`src/rtl/fpu_result_skid_buffer_if.sv`:
```
// -----------------------------------------------------------------------------
// fpu_result_skid_buffer_if
//   Bundles the two valid/ready handshakes of the FPU result skid buffer,
//   plus its occupancy and protocol-error status.
//
//   Handshake rule (both sides): a transfer happens on a rising clock edge
//   where valid and ready are both 1. A producer holds valid and its payload
//   stable until the transfer happens. Ready may change freely and is never a
//   function of valid in the same cycle.
//
//   Signals:
//     in_valid/in_ready/in_data/in_flags      FPU core -> buffer
//     out_valid/out_ready/out_data/out_flags  buffer -> consumer
//     count      occupancy 0..2
//     proto_err  sticky flag: upstream withdrew in_valid while stalled
//
//   Modports:
//     slave  - the buffer itself
//     master - the environment (FPU core plus consumer)
// -----------------------------------------------------------------------------
interface fpu_result_skid_buffer_if #(
  parameter int WIDTH  = 32,
  parameter int FLAG_W = 5
);
  logic              in_valid;
  logic              in_ready;
  logic [WIDTH-1:0]  in_data;
  logic [FLAG_W-1:0] in_flags;
  logic              out_valid;
  logic              out_ready;
  logic [WIDTH-1:0]  out_data;
  logic [FLAG_W-1:0] out_flags;
  logic [1:0]        count;
  logic              proto_err;

  modport slave (
    input  in_valid, in_data, in_flags, out_ready,
    output in_ready, out_valid, out_data, out_flags, count, proto_err
  );

  modport master (
    output in_valid, in_data, in_flags, out_ready,
    input  in_ready, out_valid, out_data, out_flags, count, proto_err
  );
endinterface

```
`src/rtl/fpu_result_skid_buffer.sv`:
```
// -----------------------------------------------------------------------------
// fpu_result_skid_buffer
//   Two-entry registered skid buffer on the FPU result path. It takes an FP32
//   result plus its exception flags (NV, DZ, OF, UF, NX) from the FPU core and
//   hands them on to the writeback/bus consumer. It breaks the combinational
//   ready path, sustains one result per cycle and keeps results in order.
//
//   Ports:
//     clk        rising-edge clock
//     reset      asynchronous active-low reset
//     bus        fpu_result_skid_buffer_if.slave (both handshakes + status)
//     dbg_state  current FSM state (0 EMPTY, 1 BUSY, 2 FULL)
//
//   Storage: the main register drives out_data/out_flags directly; the skid
//   register catches the one result that arrives while the consumer stalls.
//   in_ready and out_valid are decoded from the state register only, so there
//   is no combinational path from out_ready to in_ready or in_valid to
//   out_valid.
// -----------------------------------------------------------------------------
module fpu_result_skid_buffer #(
  parameter int WIDTH  = 32,
  parameter int FLAG_W = 5
) (
  input  logic                          clk,
  input  logic                          reset,
  fpu_result_skid_buffer_if.slave       bus,
  output logic [1:0]                    dbg_state
);

  typedef enum logic [1:0] {
    S_EMPTY = 2'd0,
    S_BUSY  = 2'd1,
    S_FULL  = 2'd2
  } state_t;

  state_t            r_state;
  state_t            w_state_nxt;

  logic [WIDTH-1:0]  r_main_data;
  logic [FLAG_W-1:0] r_main_flags;
  logic [WIDTH-1:0]  r_skid_data;
  logic [FLAG_W-1:0] r_skid_flags;
  logic              r_stalled;    // last cycle had in_valid=1 & in_ready=0
  logic              r_proto_err;

  logic              w_in_ready;
  logic              w_out_valid;
  logic [1:0]        w_count;
  logic              w_in_fire;
  logic              w_out_fire;

  assign w_in_fire  = bus.in_valid & w_in_ready;
  assign w_out_fire = w_out_valid & bus.out_ready;

  // ---------------------------------------------------------------------------
  // FSM: state register
  // ---------------------------------------------------------------------------
  always_ff @(posedge clk or negedge reset) begin
    if (!reset) begin
      r_state <= S_EMPTY;
    end else begin
      r_state <= w_state_nxt;
    end
  end

  // ---------------------------------------------------------------------------
  // FSM: next-state logic
  // ---------------------------------------------------------------------------
  always_comb begin
    w_state_nxt = r_state;
    case (r_state)
      S_EMPTY: begin
        if (w_in_fire) w_state_nxt = S_BUSY;
      end
      S_BUSY: begin
        if (w_in_fire && !w_out_fire)      w_state_nxt = S_FULL;
        else if (!w_in_fire && w_out_fire) w_state_nxt = S_EMPTY;
        else                               w_state_nxt = S_BUSY;
      end
      S_FULL: begin
        if (w_out_fire) w_state_nxt = S_BUSY;
      end
      default: w_state_nxt = S_EMPTY;
    endcase
  end

  // ---------------------------------------------------------------------------
  // FSM: output decode (state register only)
  // ---------------------------------------------------------------------------
  always_comb begin
    w_in_ready  = 1'b1;
    w_out_valid = 1'b0;
    w_count     = 2'd0;
    case (r_state)
      S_EMPTY: begin
        w_in_ready  = 1'b1;
        w_out_valid = 1'b0;
        w_count     = 2'd0;
      end
      S_BUSY: begin
        w_in_ready  = 1'b1;
        w_out_valid = 1'b1;
        w_count     = 2'd1;
      end
      S_FULL: begin
        w_in_ready  = 1'b0;
        w_out_valid = 1'b1;
        w_count     = 2'd2;
      end
      default: begin
        w_in_ready  = 1'b1;
        w_out_valid = 1'b0;
        w_count     = 2'd0;
      end
    endcase
  end

  // ---------------------------------------------------------------------------
  // Datapath: main and skid registers
  //   main only loads from the input when nothing older is waiting behind it
  //   (EMPTY, or BUSY with the current head leaving). A push while the head
  //   stalls lands in skid, and skid moves up into main when FULL drains.
  // ---------------------------------------------------------------------------
  always_ff @(posedge clk or negedge reset) begin
    if (!reset) begin
      r_main_data  <= '0;
      r_main_flags <= '0;
      r_skid_data  <= '0;
      r_skid_flags <= '0;
    end else begin
      case (r_state)
        S_EMPTY: begin
          if (w_in_fire) begin
            r_main_data  <= bus.in_data;
            r_main_flags <= bus.in_flags;
          end
        end
        S_BUSY: begin
          if (w_in_fire && w_out_fire) begin
            r_main_data  <= bus.in_data;
            r_main_flags <= bus.in_flags;
          end else if (w_in_fire) begin
            r_skid_data  <= bus.in_data;
            r_skid_flags <= bus.in_flags;
          end
        end
        S_FULL: begin
          if (w_out_fire) begin
            r_main_data  <= r_skid_data;
            r_main_flags <= r_skid_flags;
          end
        end
        default: begin
          r_main_data  <= r_main_data;
          r_main_flags <= r_main_flags;
        end
      endcase
    end
  end

  // ---------------------------------------------------------------------------
  // Protocol checker: upstream must hold in_valid once it has been refused.
  // The error is sticky until reset.
  // ---------------------------------------------------------------------------
  always_ff @(posedge clk or negedge reset) begin
    if (!reset) begin
      r_stalled   <= 1'b0;
      r_proto_err <= 1'b0;
    end else begin
      r_stalled <= bus.in_valid & ~w_in_ready;
      if (r_stalled && !bus.in_valid) begin
        r_proto_err <= 1'b1;
      end
    end
  end

  assign bus.in_ready  = w_in_ready;
  assign bus.out_valid = w_out_valid;
  assign bus.out_data  = r_main_data;
  assign bus.out_flags = r_main_flags;
  assign bus.count     = w_count;
  assign bus.proto_err = r_proto_err;
  assign dbg_state     = r_state;

endmodule

```
`src/flat_wrapper.sv`:
```
// flat-port wrapper written by rule: the top's interface ports become plain ports
module fpu_result_skid_buffer_flat 
#(
  parameter int WIDTH  = 32,
  parameter int FLAG_W = 5
)
  (clk, reset, dbg_state, bus_in_valid, bus_in_data, bus_in_flags, bus_out_ready, bus_in_ready, bus_out_valid, bus_out_data, bus_out_flags, bus_count, bus_proto_err);
  fpu_result_skid_buffer_if #(.WIDTH(WIDTH), .FLAG_W(FLAG_W)) bus_i ();
  input  logic clk;
  input  logic reset;
  output logic [1:0] dbg_state;
  input wire logic [$bits(bus_i.in_valid)-1:0] bus_in_valid;
  input wire logic [$bits(bus_i.in_data)-1:0] bus_in_data;
  input wire logic [$bits(bus_i.in_flags)-1:0] bus_in_flags;
  input wire logic [$bits(bus_i.out_ready)-1:0] bus_out_ready;
  output wire logic [$bits(bus_i.in_ready)-1:0] bus_in_ready;
  output wire logic [$bits(bus_i.out_valid)-1:0] bus_out_valid;
  output wire logic [$bits(bus_i.out_data)-1:0] bus_out_data;
  output wire logic [$bits(bus_i.out_flags)-1:0] bus_out_flags;
  output wire logic [$bits(bus_i.count)-1:0] bus_count;
  output wire logic [$bits(bus_i.proto_err)-1:0] bus_proto_err;
  assign bus_i.in_valid = bus_in_valid;
  assign bus_i.in_data = bus_in_data;
  assign bus_i.in_flags = bus_in_flags;
  assign bus_i.out_ready = bus_out_ready;
  assign bus_in_ready = bus_i.in_ready;
  assign bus_out_valid = bus_i.out_valid;
  assign bus_out_data = bus_i.out_data;
  assign bus_out_flags = bus_i.out_flags;
  assign bus_count = bus_i.count;
  assign bus_proto_err = bus_i.proto_err;
  fpu_result_skid_buffer #(.WIDTH(WIDTH), .FLAG_W(FLAG_W)) u_core (.clk(clk), .reset(reset), .bus(bus_i), .dbg_state(dbg_state));
endmodule
```
`config.mk`:
```
export PLATFORM = sky130hd
export DESIGN_NAME = fpu_result_skid_buffer_flat
export DESIGN_NICKNAME = d
export VERILOG_FILES = /design/src/rtl/fpu_result_skid_buffer_if.sv /design/src/rtl/fpu_result_skid_buffer.sv /design/src/flat_wrapper.sv
export SDC_FILE = /design/constraint.sdc
export NUM_CORES = 1
export LEC_CHECK = 0
export CAP_MARGIN = 20
export CORE_UTILIZATION = 30
export CTS_BUF_LIST = sky130_fd_sc_hd__clkbuf_8
export CTS_CLUSTER_DIAMETER = 80
export CTS_CLUSTER_SIZE = 8
export DETAILED_ROUTE_END_ITERATION = 8
export PLACE_DENSITY = 0.54
export SLEW_MARGIN = 10
export SYNTH_ARGS = -nofsm -noshare
export SYNTH_HDL_FRONTEND = slang
export SYNTH_SLANG_ARGS = --single-unit
```
`constraint.sdc`:
```
create_clock -name clk -period 2.3 [get_ports clk]
set_clock_uncertainty 0.05 [all_clocks]
set_input_delay 0.23 -clock clk [delete_from_list [all_inputs] [get_ports clk]]
set_output_delay 0.23 -clock clk [all_outputs]
set_load 0.05 [all_outputs]
```
==> results of run 1 <==
[synthesized netlist by cell type]
master	n
mux2_2	110
dfrtp_1	78
ha_1	8
inv_1	6
buf_2	4
buf_6	3
clkbuf_1	3
mux2_1	2
nand2_1	2
nor2_1	2
nor2b_1	2
a2111oi_4	1
a211oi_1	1
a21o_1	1
a21oi_1	1
and2_1	1
buf_1	1
mux2i_1	1
nand2b_4	1
[area by class of cell]
| type | count | area (um^2) | area share [%] |
|---|---|---|---|
| Clock buffer | 10 | 137.6 | 2.778 |
| Sequential cell | 78 | 1954 | 39.45 |
| Multi-Input combinational cell | 133 | 1545 | 31.19 |
| Timing Repair Buffer | 101 | 1008 | 20.36 |
| Inverter | 6 | 22.52 | 0.4547 |
| Clock inverter | 5 | 106.4 | 2.147 |
| Tap cell | 143 | 178.9 | 3.612 |
[logic make-up (layout without fill, tap and decap cells)]
family | count (synthesis) | after routing | share of synthesized area, %
buf+inv | 17 | 122 | 2.602
simple gates | 8 | 8 | 1.355
compound gates | 4 | 4 | 1.355
mux | 113 | 113 | 36.22
flops | 78 | 78 | 55.61
fa+ha+maj | 8 | 8 | 2.852
[per-stage QoR]
| step | cells | total power, mW | cell area [um^2] | utilization (%) |
|---|---|---|---|---|
| global route | 476 | 8.641 | 4954 | 43.38 |
| global placement | 458 | 6.887 | 4677 | 40.96 |
| CTS | 474 | 8.255 | 4931 | 43.18 |
| floorplan | 228 | 5.604 | 3590 | - |
| finish | 476 | 8.179 | 4954 | 43.38 |
| detailed placement | 458 | 6.956 | 4677 | 40.96 |
[report_power, final]
part / switching (mW) / total, mW / internal, mW / leakage [nW]
registers: 0.343 / 2.43 / 2.09 / 0.915
logic: 2.37 / 4.49 / 2.12 / 1.03
clock network: 0.509 / 1.26 / 0.749 / 0.119
total: 3.22 / 8.18 / 4.95 / 2.06
[routing by layer]
| layer | vias up | wire length [um] |
|---|---|---|
| li1 | 1017 | - |
| met2 | 54 | 3275 |
| met1 | 1089 | 3076 |
| met4 | 0 | 104 |
| met3 | 9 | 386 |
| met5 | - | 0 |
[what timing repair did]
action,in CTS,in global routing
hold buffers,1,0
endpoints found under the hold margin,32,0
endpoints found under the setup margin,0,63
resized for setup,0,3
setup buffers,0,2
[worst max-delay path, cell delays in order (launching register included)]
cell and delay [ps]:
dfrtp_2 410, inv_2 100, ha_2 210, nand2b_4 160
inv_2 60, ha_4 150, nor2b_2 160, and2_2 220
buf_12 190, mux2_2 350
[registers in the layout, summed over array words and instances, names as in the netlist]
| register | flops |
|---|---|
| u_core.bus.out_data | 32 |
| u_core.r_skid_data | 32 |
| u_core.bus.out_flags | 5 |
| u_core.r_skid_flags | 5 |
| u_core.dbg_state | 2 |
| u_core.bus.proto_err | 1 |
| u_core.r_stalled | 1 |
[worst max-delay path by stage]
stage	slack, ps	end	cells past startpoint
6_report	120	u_core.r_skid_data[21]	9
5_1_grt	10	u_core.r_skid_data[28]	9
4_1_cts	40	u_core.bus.out_data[17]	9
3_5_place_dp	6	u_core.bus.out_data[17]	9
2_1_floorplan	-250	u_core.bus.out_data[10]	9
3_3_place_gp	60	u_core.bus.out_data[17]	9
[placed cells by master, fill, tap and decap left out, types with 3 or more instances in the layout]
cell and n:
buf_12 3, buf_4 14, bufinv_16 3, clkbuf_8 10, clkdlybuf4s50_1 81, dfrtp_1 76
ha_1 5, inv_2 4, mux2_2 100, mux2_4 12
==> results_dict.tcl, run 1 <==
set metrics [dict create \
    cts_root_buf "clkbuf_8" \
    start_util_pct 30.74 \
    pin_count 85 \
    finalWirelength_um 6842 \
    cellPowerDensity_nw_per_um2 1651 \
    period_minus_slack_ps 2184 \
    htree_levels 3 \
    die_h_um 110.2 \
    hp-class "in -> async" \
    syn_inst 228 \
    die_x_um 110.2 \
    grt_busiest_layer "met2" \
    vias_per_cell 4.557 \
    fin_nets 378 \
    grt_pass1_vias 2305 \
    fillCellCount 1077 \
    grt_pass1_wl_um 11340 \
    hold_slack_ps 316.8 \
    vias 2169 \
    dr.pass1.iters 4 \
    max_freq_ghz 0.4579 \
    remaining_drc_errors 0 \
    core_um2 11420 \
    synth.yosys.warnings 0 \
    tightest_slew_ps 530.4 \
    wl_per_cell_um 14.37 \
    grt_overflow 0 \
    grt_usage_pct 12.36 \
    crit_fanout 22 \
    r2r_slack_ps 120 \
    cp-start-kind "register" \
    port_buffers 84 \
    worstReg2RegStart "u_core.dbg_state[0]" \
    insertion_delay_ps 340 \
    status "finished clean" \
    cts_max_path_buffers 2 \
    use_met3_pct 3.586 \
    synth_nets 277 \
    drive_gt1_share_pct 48.05 \
    yosysUniqueCellTypes 19 \
    drt.antenna.violating_nets 0 \
    grt_max_degree 47 \
    drt_iter0_drc 53 \
    die-area_um2 12140 \
    relSlewSlack_pct 64.53 \
    finalSetupTns_ps 0 \
    yosysSeqAreaShare_pct 55.61 \
    cp.arrival_ps 2360 \
    synth-seq-cells 78 \
    critical_path.endpoint_type "register" \
    clk_pin_slew_worst_paths_ps 90 \
    crit_required_ps 2470 \
    num_antenna_cells 0 \
    fin_crit_sh_pct 94.95 \
    max_cap_viol_count 0 \
    synth.top_cell.area_share_pct 55.61 \
    power.leakage_nw 2.061 \
    synth_area_per_cell_um2 15.39 \
    netlist_area_um2 3510 \
    rsz0062_at_grt "false" \
    num_rows 39 \
    gp_congestion 0.7105 \
    cts_tree "done" \
    setup_ws_ps 116.3 \
    hpwl_um 4754 \
    dp_slack_ps 6.038 \
    grt_use_met1_pct 15.21 \
    use_met2_pct 20.40 \
    crit_type "reg -> reg" \
    hold_viol 0 \
    cts_made_buffers 9 \
    startpoint "u_core.dbg_state[0]" \
    reg2reg_depth 9 \
    synth.area.top_cells "dfrtp_1 (56%), mux2_2 (35%), ha_1 (2.9%)" \
    setup_violations 0 \
    cts_sinks 78 \
    synth_top_area_cell "dfrtp_1" \
    syn2layout_area_growth_pct 41.14 \
    ir_worst_vdd_v 0.0007100 \
    drv_slew 0 \
    regToRegEndpoint "u_core.r_skid_data[21]" \
    antenna_found_initial 0 \
]
Note: power is estimated with default switching activity, not from simulation.
==> inputs of run 2 (changes only) <==
--- a/config.mk
+++ b/config.mk
@@ -12,6 +12,7 @@
 export CTS_CLUSTER_SIZE = 8
 export DETAILED_ROUTE_END_ITERATION = 8
 export PLACE_DENSITY = 0.54
+export RECOVER_POWER = 50
 export SLEW_MARGIN = 10
 export SYNTH_ARGS = -nofsm -noshare
 export SYNTH_HDL_FRONTEND = slang
==> results_dict.tcl, run 2 (synthesized netlist as in run 1, its figures left out) <==
set metrics [dict create \
    status "finished clean" \
    slowest_stage "dfrtp_2" \
    worstReg2RegStart "u_core.dbg_state[0]" \
    num_antenna_cells 0 \
    grt_max_degree 47 \
    crit_family "simple AND/OR/NAND/NOR gates" \
    drv_slew 0 \
    hold_viol 0 \
    critical_path.endpoint_type "register" \
    crit_required_ps 2470 \
    clk_pin_slew_worst_paths_ps 80 \
    hold_slack_ps 411.6 \
    startpoint "u_core.dbg_state[0]" \
    num_rows 39 \
    internal_power_mw 4.883 \
    dr.pass1.iters 3 \
    max_stage_delay_ps 410 \
    fin_crit_sh_pct 94.89 \
    crit_chain "inv_2 > ha_2 > nand2b_4 > inv_2 > ha_4 > nor2b_2 > and2_2 > buf_12 > mux2_2" \
    hpwl_um 4754 \
    max_freq_ghz 0.4582 \
    max_cap_viol_count 0 \
    use_met2_pct 20.40 \
    vias_per_cell 4.544 \
    core_um2 11420 \
    drive_gt1_share_pct 47.75 \
    cellPowerDensity_nw_per_um2 1643 \
    cp-start-kind "register" \
    syn2layout_area_growth_pct 40.61 \
    setup_violations 0 \
    power.leakage_nw 2.058 \
    port_buffers 84 \
    gp_congestion 0.7105 \
    final_common_cell "mux2_2" \
    cp.buffers_inverters 3 \
    cts_sinks 78 \
    rsz0062_at_grt "false" \
    fin_area_um2 4935 \
    drt_iter0_drc 53 \
    fin_cells 476 \
    cts_made_buffers 9 \
    ir_worst_vdd_v 0.0007111 \
    grt_pass1_vias 2305 \
    antenna_found_initial 0 \
    cts_root_buf "clkbuf_8" \
    fin_util_pct 43.22 \
    period_minus_slack_ps 2182 \
    p_comb_share_pct 54.5 \
    htree_levels 3 \
    p_total_mw 8.105 \
    net-switching-power_mw 3.222 \
    swShare_pct 39.76 \
    hp-class "reg -> reg" \
    cp.arrival_ps 2360 \
    insertion_delay_ps 340 \
    seq_power_share_pct 29.9 \
    fin_nets 378 \
    die_h_um 110.2 \
    placed_cell_area_um2 4677 \
    crit_fanout 22 \
    die_x_um 110.2 \
    tightest_slew_ps 821.6 \
    grt_overflow 0 \
    remaining_drc_errors 0 \
    grt_usage_pct 12.36 \
    cts_max_path_buffers 2 \
    dp_cells 458 \
    power.share.clock_pct 15.6 \
    cts_tree "done" \
    use_met3_pct 3.586 \
    relSlewSlack_pct 45.23 \
    finalWirelength_um 6863 \
    grt_busiest_layer "met2" \
    grt_pass1_wl_um 11340 \
    crit_type "reg -> reg" \
    drt.antenna.violating_nets 0 \
    cp_common_cell "inv_2" \
    vias 2163 \
    grt_use_met1_pct 15.21 \
    pin_count 85 \
    wl_per_cell_um 14.42 \
    start_util_pct 30.74 \
    hold_path.startpoint "u_core.bus.proto_err" \
    final_cell_mix "mux2_2 (100), dfrtp_1 (76), clkdlybuf4s50_1 (62)" \
    die-area_um2 12140 \
]
==> run 2: cell count changes in the layout (fill, tap and decap cells not counted) <==
cell,previous run,this run
buf_12,3,2
clkdlybuf4s50_1,81,62
clkbuf_4,0,1
clkbuf_1,0,1
dlygate4sd3_1,1,20
clkbuf_2,0,1
buf_4,14,12
==> run 2: stage by stage <==
stage	TNS, ps	worst slack [ps]
floorplan	-14300	-245.8
finish	0	117.6
detailed placement	0	6.038
global placement	0	61.47
CTS	0	36.36
global route	0	15.20
==> run 2: layout make-up <==
cell class                      instances  area [um^2]
Inverter                                6        22.52
Sequential cell                        78         1954
Fill cell                            1079         6484
Multi-Input combinational cell        133         1545
Tap cell                              143        178.9
Timing Repair Buffer                  101        989.7
Clock inverter                          5        106.4
Clock buffer                           10        137.6
==> run 2: path summary, 6_finish.rpt <==
check / to / slack, ps / depth (start not counted)
min in group asynchronous: u_core.bus.out_data[25] / 460 / 2
setup reg to reg: u_core.r_skid_data[21] / 120 / 9
setup / recovery: u_core.r_skid_data[21] / 120 / 9
hold / removal: u_core.bus.proto_err / 410 / 1
hold reg to reg: u_core.bus.proto_err / 410 / 1
max in group asynchronous: u_core.bus.out_flags[4] / 540 / 3
==> run 2: metal layers <==
metal	part of all wire, %	wire [um]
met1	45	3105
met2	48	3264
met3	5.6	384
met4	1.6	108
met5	0	0
==> run 2: power by group through the flow <==
stage               sequential [mW]  combinational, mW  clock, mW
floorplan                      3.66               1.95          0
CTS                            2.44               4.50       1.31
finish                         2.42               4.42       1.26
detailed placement             2.46               4.49          0
global placement               2.45               4.44          0
global route                   2.52               4.69       1.36
==> run 2: what timing repair did <==
action                                  4_1_cts  5_1_grt
resized for setup                             0        3
endpoints found under the hold margin        32        0
endpoints found under the setup margin        0       63
hold buffers                                  1        0
setup buffers                                 0        2
==> run 2: worst register-to-register path, cell delays in order (launching register included) <==
cell and delay, ps:
dfrtp_2 410, inv_2 100, ha_2 210, nand2b_4 160, inv_2 60, ha_4 150
nor2b_2 160, and2_2 220, buf_12 190, mux2_2 360
==> inputs of run 3 (changes only) <==
==> constraint.sdc (replaced) <==
create_clock -name clk -period 2.3 [get_ports clk]
set_clock_uncertainty 0.05 [all_clocks]
set_input_delay 0.46 -clock clk [delete_from_list [all_inputs] [get_ports clk]]
set_output_delay 0.46 -clock clk [all_outputs]
set_load 0.05 [all_outputs]
==> results_dict.tcl, run 3 (synthesized netlist as in run 1, its figures left out) <==
set metrics [dict create \
    pin_count 85 \
    hold_slack_ps 406.8 \
    crit_type "reg -> reg" \
    final_common_cell "mux2_2" \
    num_antenna_cells 0 \
    hpwl_um 4907 \
    hp-class "reg -> reg" \
    dp_slack_ps -197.2 \
    cp.buffers_inverters 3 \
    power.leakage_nw 2.078 \
    start_util_pct 30.74 \
    cts_root_buf "clkbuf_8" \
    setup_violations 0 \
    crit_chain "ha_2 > nand2b_4 > buf_4 > a2111oi_4 > buf_4 > buf_12 > mux2_2" \
    antenna_found_initial 0 \
    insertion_delay_ps 350 \
    vias_per_cell 4.520 \
    gp_congestion 0.7368 \
    fin_nets 380 \
    drive_gt1_share_pct 47.92 \
    drv_slew 0 \
    port_buffers 84 \
    rsz0062_at_grt "false" \
    drt_iter0_drc 32 \
    critical_path.endpoint_type "register" \
    die_x_um 110.2 \
    net-switching-power_mw 3.236 \
    finalWirelength_um 7214 \
    grt_usage_pct 13.18 \
    core_um2 11420 \
    grt_pass1_vias 2328 \
    setup_ws_ps 120.3 \
    crit_fanout 14 \
    min_path_cells 1 \
    status "finished clean" \
    seq_power_share_pct 29.9 \
    internal_power_mw 4.905 \
    clk_pin_slew_worst_paths_ps 70 \
    fin_crit_sh_pct 94.77 \
    die_h_um 110.2 \
    fin_area_um2 4967 \
    slowest_stage "dfrtp_2" \
    syn2layout_area_growth_pct 41.53 \
    cellPowerDensity_nw_per_um2 1639 \
    p_total_mw 8.141 \
    placed_cell_area_um2 4725 \
    cp-start-kind "register" \
    cp_common_cell "buf_4" \
    cp.arrival_ps 2360 \
    htree_levels 3 \
    tightest_slew_ps 986.9 \
    cts_sinks 78 \
    die-area_um2 12140 \
    crit_required_ps 2480 \
    dr.pass1.iters 4 \
    max_cap_viol_count 0 \
    p_comb_share_pct 55.5 \
    crit_family "buffers and inverters" \
    final_cell_mix "mux2_2 (100), dfrtp_1 (76), clkdlybuf4s50_1 (64)" \
    cts_tree "done" \
    cp_num_cells 7 \
    max_freq_ghz 0.4588 \
    drt.antenna.violating_nets 0 \
    wl_per_cell_um 15.06 \
    fin_util_pct 43.50 \
    num_rows 39 \
    grt_max_degree 42 \
    period_minus_slack_ps 2180 \
    swShare_pct 39.75 \
    remaining_drc_errors 0 \
    grt_overflow 0 \
    relSlewSlack_pct 34.21 \
    hold_viol 0 \
    ir_worst_vdd_v 0.0006930 \
    cts_made_buffers 9 \
    max_stage_delay_ps 460 \
    vias 2165 \
    reg2reg_depth 7 \
    grt_pass1_wl_um 11740 \
    power.share.clock_pct 14.6 \
    cts_max_path_buffers 2 \
]
==> run 3: changes by cell type in the layout (fill, tap and decap cells not counted), moves of 2 or more <==
cell / before / now
buf_12: 2 / 6
dlygate4sd3_1: 20 / 16
buf_6: 2 / 0
clkbuf_1: 1 / 3
clkbuf_8: 10 / 12
clkdlybuf4s50_1: 62 / 64
==> run 3: stage by stage <==
| step | cells | setup TNS (ps) |
|---|---|---|
| floorplan | 228 | -14300 |
| finish | 479 | 0 |
| global route | 479 | 0 |
| detailed placement | 460 | -9110 |
| CTS | 477 | 0 |
| global placement | 460 | -7123 |
==> run 3: path summary, 6_finish.rpt <==
kind / startpoint / end / slack (ps)
hold / removal: u_core.bus.proto_err / u_core.bus.proto_err / 410
setup reg to reg: u_core.dbg_state[1] / u_core.bus.out_data[15] / 120
hold reg to reg: u_core.bus.proto_err / u_core.bus.proto_err / 410
setup / recovery: u_core.dbg_state[1] / u_core.bus.out_data[15] / 120
max in group asynchronous: reset / u_core.bus.out_data[11] / 420
min in group asynchronous: reset / u_core.bus.out_data[0] / 740
==> run 3: power groups by stage <==
stage	clock [mW]	combinational (mW)	sequential, mW
after floorplan	0	1.95	3.66
after global placement	0	4.57	2.45
after detailed placement	0	4.62	2.47
after CTS	1.24	4.63	2.45
after global routing	1.29	4.79	2.54
final	1.19	4.52	2.43
==> run 3: final cells by class <==
class,count,area (um^2)
fill,1057,6451
clock buffer,12,165.2
tap,143,178.9
inverter,6,22.52
sequential,78,1954
timing repair buffer,103,1032
clock inverter,4,68.82
multi-input combinational,133,1545
==> run 3: layer usage <==
layer | GRT usage (%) | vias up | part of all wire (%)
met4 | 5.639 | 0 | 1.3
met2 | 21.16 | 55 | 49
met3 | 3.998 | 7 | 5.2
met5 | 0 | - | 0
li1 | - | 1011 | -
met1 | 16.41 | 1092 | 45
==> run 3: timing repair <==
item / in CTS / in global routing
hold buffers: 1 / 0
gates resized for setup: 0 / 1
setup endpoints to repair: 0 / 31
buffers inserted: 0 / 2
endpoints found under the hold margin: 15 / 0
